### config.mk
export PLATFORM = sky130hd
export DESIGN_NAME = mitchell_antilog_flat
export DESIGN_NICKNAME = d
export VERILOG_FILES = /design/src/rtl/mitchell_antilog_if.sv /design/src/rtl/mitchell_antilog.sv /design/src/flat_wrapper.sv
export SDC_FILE = /design/constraint.sdc
export NUM_CORES = 1
export LEC_CHECK = 0
export ABC_AREA = 1
export CAP_MARGIN = 5
export CORE_MARGIN = 2
export CORE_UTILIZATION = 41
export DETAILED_ROUTE_END_ITERATION = 12
export GPL_TIMING_DRIVEN = 0
export MAX_ROUTING_LAYER = met4
export PLACE_DENSITY = 0.68
export SLEW_MARGIN = 20
export SYNTH_ARGS = -nofsm -noshare
export SYNTH_HDL_FRONTEND = slang
export SYNTH_SLANG_ARGS = --single-unit
### constraint.sdc
create_clock -name clk -period 2.4 [get_ports clk]
set_clock_uncertainty 0.2 [all_clocks]
set_input_delay 0.24 -clock clk [delete_from_list [all_inputs] [get_ports clk]]
set_output_delay 0.24 -clock clk [all_outputs]
set_load 0.01 [all_outputs]
### src/rtl/mitchell_antilog_if.sv
// rtl/mitchell_antilog_if.sv - operand/product handshake bundle for the Mitchell antilog back end
// slave is the pipeline's view; master is the driver/consumer view.
interface mitchell_antilog_if #(
  parameter int N = 8
);
  localparam int KW = $clog2(N);

  logic          in_valid;
  logic          in_ready;
  logic          zero_a;
  logic [KW-1:0] k_a;
  logic [N-1:0]  x_a;
  logic          zero_b;
  logic [KW-1:0] k_b;
  logic [N-1:0]  x_b;
  logic          out_valid;
  logic          out_ready;
  logic [2*N-1:0] product;
  logic          out_zero;

  modport slave (
    input  in_valid, zero_a, k_a, x_a, zero_b, k_b, x_b, out_ready,
    output in_ready, out_valid, product, out_zero
  );

  modport master (
    output in_valid, zero_a, k_a, x_a, zero_b, k_b, x_b, out_ready,
    input  in_ready, out_valid, product, out_zero
  );
endinterface

### src/rtl/mitchell_antilog.sv
// rtl/mitchell_antilog.sv - log-domain add and antilog of two Mitchell operands
// Two-stage elastic pipeline: stage 1 sums the logs, stage 2 shifts the mantissa back out.
module mitchell_antilog #(
  parameter int N = 8
) (
  input  logic                clk,
  input  logic                rst,
  mitchell_antilog_if.slave   bus
);
  localparam int KW = $clog2(N);
  localparam int FW = N - 1;
  localparam int PW = 2 * N;
  localparam int WW = FW + PW;

  logic          w_en1;
  logic          w_en2;
  logic [FW:0]   w_s;
  logic [KW:0]   w_k;
  logic [WW-1:0] w_wide;
  logic          w_unused_bits;

  logic          r_v1;
  logic [FW-1:0] r_f1;
  logic [KW:0]   r_k1;
  logic          r_z1;

  logic          r_v2;
  logic [PW-1:0] r_prod;
  logic          r_zero;

  assign w_en2        = !r_v2 || bus.out_ready;
  assign w_en1        = !r_v1 || w_en2;
  assign bus.in_ready = w_en1 && !rst;

  // A fraction carry moves the log sum into the next octave.
  assign w_s = {1'b0, bus.x_a[FW-1:0]} + {1'b0, bus.x_b[FW-1:0]};
  assign w_k = {1'b0, bus.k_a} + {1'b0, bus.k_b} + {{KW{1'b0}}, w_s[FW]};

  // Wide enough that the largest shift loses nothing before the FW-bit drop.
  assign w_wide = {{(WW-N){1'b0}}, 1'b1, r_f1} << r_k1;

  assign w_unused_bits = ^{bus.x_a[N-1], bus.x_b[N-1], w_wide[FW-1:0]};

  always_ff @(posedge clk or posedge rst) begin
    if (rst) begin
      r_v1 <= 1'b0;
      r_f1 <= '0;
      r_k1 <= '0;
      r_z1 <= 1'b0;
    end else if (w_en1) begin
      r_v1 <= bus.in_valid && bus.in_ready;
      if (bus.in_valid) begin
        r_f1 <= w_s[FW-1:0];
        r_k1 <= w_k;
        r_z1 <= bus.zero_a || bus.zero_b;
      end
    end
  end

  always_ff @(posedge clk or posedge rst) begin
    if (rst) begin
      r_v2   <= 1'b0;
      r_prod <= '0;
      r_zero <= 1'b0;
    end else if (w_en2) begin
      r_v2 <= r_v1;
      if (r_v1) begin
        r_zero <= r_z1;
        r_prod <= r_z1 ? '0 : w_wide[FW +: PW];
      end
    end
  end

  assign bus.out_valid = r_v2;
  assign bus.product   = r_prod;
  assign bus.out_zero  = r_zero;
endmodule

### src/flat_wrapper.sv
// flat-port wrapper written by rule: the top's interface ports become plain ports
module mitchell_antilog_flat 
#(
  parameter int N = 8
)
  (clk, rst, bus_in_valid, bus_zero_a, bus_k_a, bus_x_a, bus_zero_b, bus_k_b, bus_x_b, bus_out_ready, bus_in_ready, bus_out_valid, bus_product, bus_out_zero);
  mitchell_antilog_if #(.N(N)) bus_i ();
  input  logic clk;
  input  logic rst;
  input wire logic [$bits(bus_i.in_valid)-1:0] bus_in_valid;
  input wire logic [$bits(bus_i.zero_a)-1:0] bus_zero_a;
  input wire logic [$bits(bus_i.k_a)-1:0] bus_k_a;
  input wire logic [$bits(bus_i.x_a)-1:0] bus_x_a;
  input wire logic [$bits(bus_i.zero_b)-1:0] bus_zero_b;
  input wire logic [$bits(bus_i.k_b)-1:0] bus_k_b;
  input wire logic [$bits(bus_i.x_b)-1:0] bus_x_b;
  input wire logic [$bits(bus_i.out_ready)-1:0] bus_out_ready;
  output wire logic [$bits(bus_i.in_ready)-1:0] bus_in_ready;
  output wire logic [$bits(bus_i.out_valid)-1:0] bus_out_valid;
  output wire logic [$bits(bus_i.product)-1:0] bus_product;
  output wire logic [$bits(bus_i.out_zero)-1:0] bus_out_zero;
  assign bus_i.in_valid = bus_in_valid;
  assign bus_i.zero_a = bus_zero_a;
  assign bus_i.k_a = bus_k_a;
  assign bus_i.x_a = bus_x_a;
  assign bus_i.zero_b = bus_zero_b;
  assign bus_i.k_b = bus_k_b;
  assign bus_i.x_b = bus_x_b;
  assign bus_i.out_ready = bus_out_ready;
  assign bus_in_ready = bus_i.in_ready;
  assign bus_out_valid = bus_i.out_valid;
  assign bus_product = bus_i.product;
  assign bus_out_zero = bus_i.out_zero;
  mitchell_antilog #(.N(N)) u_core (.clk(clk), .rst(rst), .bus(bus_i));
endmodule
==> out/results.txt <==
status: finished, final reports clean
Startpoint Class: input pin
RSZ-0062 raised after global routing: false
Pwr per Cell Area: 685 nW/µm²
Num CTS Buffers: 5
chip height: 74.7 µm
Starting Density: 42.8%
Buffers on Ports: 44
die area: 5580 µm²
initial antenna violation count: 0
core area: 4790 µm²
H-tree Lvls: 2
via density per instance: 4.93
Mapped Cells: 270
# Max-Cap Violations: 0
WL/cell: 12.4 µm
clock tree buffer depth: 2
HP Class: in -> async
post-route minimum period: 2310 ps
Synth area leaders: dfrtp_1, nand2_1, nand3_1
post-DP HPWL: 3770 µm
row count: 25
Pins Over Slew Limit: 0
Layout Area Growth over Synthesis: 33.5%
CP Class: in -> reg
VDD IR max: 324 µV
crit path max fanout: 5
synth unique cells: 25
Syn Std Cell Area: 2050 µm²
Final period util: 96.4%
number of diodes: 0
DR pass1 iterations: 4
Syn Area/Cell: 7.59 µm²
R2R cell count: 8
DR iter-0 viols: 135
DRT Wirelength: 4850 µm
clock root cell: clkbuf_8
ANT nets after route: 0
Final nets: 363
CTS tree: done
pre-CTS setup slack: -637 ps
vias in the first global route: 1913
gp weighted congestion: 0.839
first-pass GRT wire length: 8590 µm
crit end category: flip-flop
Final Hold Fails: 0
area leader, netlist: dfrtp_1
GRT overflow: 0
Final Core Density: 57.2%
hold-fix buffer count after cts: 0
Fmax: 0.432 GHz
sequential share of the synthesized area: 37.9%
clock sink count: 31
Worst-Margin Slew: 398 ps
PnR worst setup slack: 87.4 ps
Final Setup Violations: 0
Yosys top cell area share: 37.9%
worst skew pair latency: 270 ps
Rel. slew slack: 73.5%
overall routing resource usage: 20.7%
largest net degree at the start of global routing: 34
#FFs+latches synth: 31
chip width: 74.7 µm
leak pwr: 1.40 nW
syn nets: 310
Clock transition at path regs: 60 ps
Req. time, crit path: 2400 ps
Worst Path Arrival: 2310 ps
Via Count: 1924
fraction of layout cells with a size suffix above 1: 13.6%
DR DRC count: 0
io pins: 47
warnings from Yosys: 0
## final timing paths
check / start / to / slack (ps)
max in group asynchronous: rst / u_core.bus.product[13]$_DFFE_PP0P_ / 1590
min in group clk: u_core.bus.product[9]$_DFFE_PP0P_ / u_core.bus.product[9]$_DFFE_PP0P_ / 290
worst min register to register: u_core.bus.product[9]$_DFFE_PP0P_ / u_core.bus.product[9]$_DFFE_PP0P_ / 290
worst max-delay path: bus_x_b[6] / u_core.r_k1[1]$_DFFE_PP0P_ / 90
worst max register to register: u_core.r_k1[0]$_DFFE_PP0P_ / u_core.bus.product[4]$_DFFE_PP0P_ / 840
worst min-delay path: rst / u_core.bus.out_valid$_DFFE_PP0P_ / 120
## stage by stage
step	hold WS (ps)	TNS [ps]	cell area (µm²)	std cells	power (W)
CTS	205	0	2720	390	0.00188
finish	115	0	2740	390	0.00187
global placement	264	-1790	2570	381	0.00144
detailed placement	273	-1520	2570	381	0.00145
floorplan	158	0	2050	270	0.00117
global route	142	0	2740	390	0.00202
## flip-flops by register name, indices dropped and copies added, names as in the netlist
register              count
u_core.r_k1               4
u_core.bus.product       16
u_core.bus.out_valid      1
u_core.r_f1               7
u_core.r_v1               1
u_core.r_z1               1
u_core.bus.out_zero       1
## Yosys cell counts
cell type	n
a21oi_1	8
a22o_1	1
a31oi_2	1
buf_12	1
buf_2	1
buf_4	1
buf_6	4
dfrtp_1	31
fa_1	3
ha_1	9
inv_1	23
inv_2	3
inv_6	1
nand2_1	100
nand2_2	3
nand2_4	4
nand3_1	36
nand3_2	6
nand4_1	3
nor2_1	13
o21ai_0	6
o21ai_1	8
o221ai_1	1
o22ai_2	1
xnor2_1	2
## kinds of logic after synthesis
group / share of synthesized area, %
AO/OA/AOI/OAI: 7.45
AND/OR/NAND/NOR: 36.4
buffers and inverters: 8.97
flip-flops: 37.9
XOR/XNOR: 0.855
adder cells (fa/ha/maj): 8.43
## placed cells by master, fill, tap and decap left out
cell type and instances:
dfrtp_1 31, a21oi_1 6, o21ai_0 6, inv_1 22
dlygate4sd2_1 4, fa_1 1, clkinv_2 1, nand3_1 36
ha_1 6, nand2_2 3, nand2_4 4, o21ai_1 8
xnor2_1 2, dlymetal6s2s_1 2, buf_4 3, inv_6 1
inv_4 1, clkbuf_8 6, a31oi_2 1, fa_2 2
ha_4 3, o22ai_2 1, nor2_1 13, buf_12 1
a21oi_2 2, buf_6 4, nand4_1 3, nand2_1 100
a22o_1 1, buf_2 1, inv_2 3, o221ai_2 1
nand3_2 6, clkdlybuf4s50_1 38
## repair_timing
| item | CTS | global route |
|---|---|---|
| gates resized for setup | 11 | 5 |
| setup buffers | 2 | 0 |
| hold endpoints to repair | 0 | 0 |
| pin swaps | 5 | 1 |
| setup endpoints to repair | 2 | 3 |
## per-layer routing
layer | part of all wire [%] | global-route usage [%] | up-vias
met4 | 0.84 | 5.16 | 0
met1 | 47 | 27.4 | 877
li1 | - | - | 982
met5 | 0 | - | -
met3 | 4.7 | 4.15 | 4
met2 | 47 | 32.6 | 61
## worst max-delay path, stage by stage
cell             delay (ps)
clkdlybuf4s50_1         400
ha_1                    350
a21oi_1                 180
o221ai_2                120
fa_2                    380
fa_2                    530
nand2_1                  50
o21ai_1                  70
## final cells by class
type	count	area [µm²]
Fill cell	459	2050
Multi-Input combinational cell	205	1150
Sequential cell	31	776
Timing Repair Buffer	46	455
Inverter	27	109
Tap cell	67	83.8
Clock buffer	6	82.6
Buffer	7	77.6
Clock inverter	1	5.00
## power by group
group	switching [W]	total (W)	internal [W]
sequential	0.0000759	0.000695	0.000619
clock	0.000181	0.000405	0.000225
combinational	0.000417	0.000773	0.000355
Note: power is estimated with default switching activity, not from simulation.
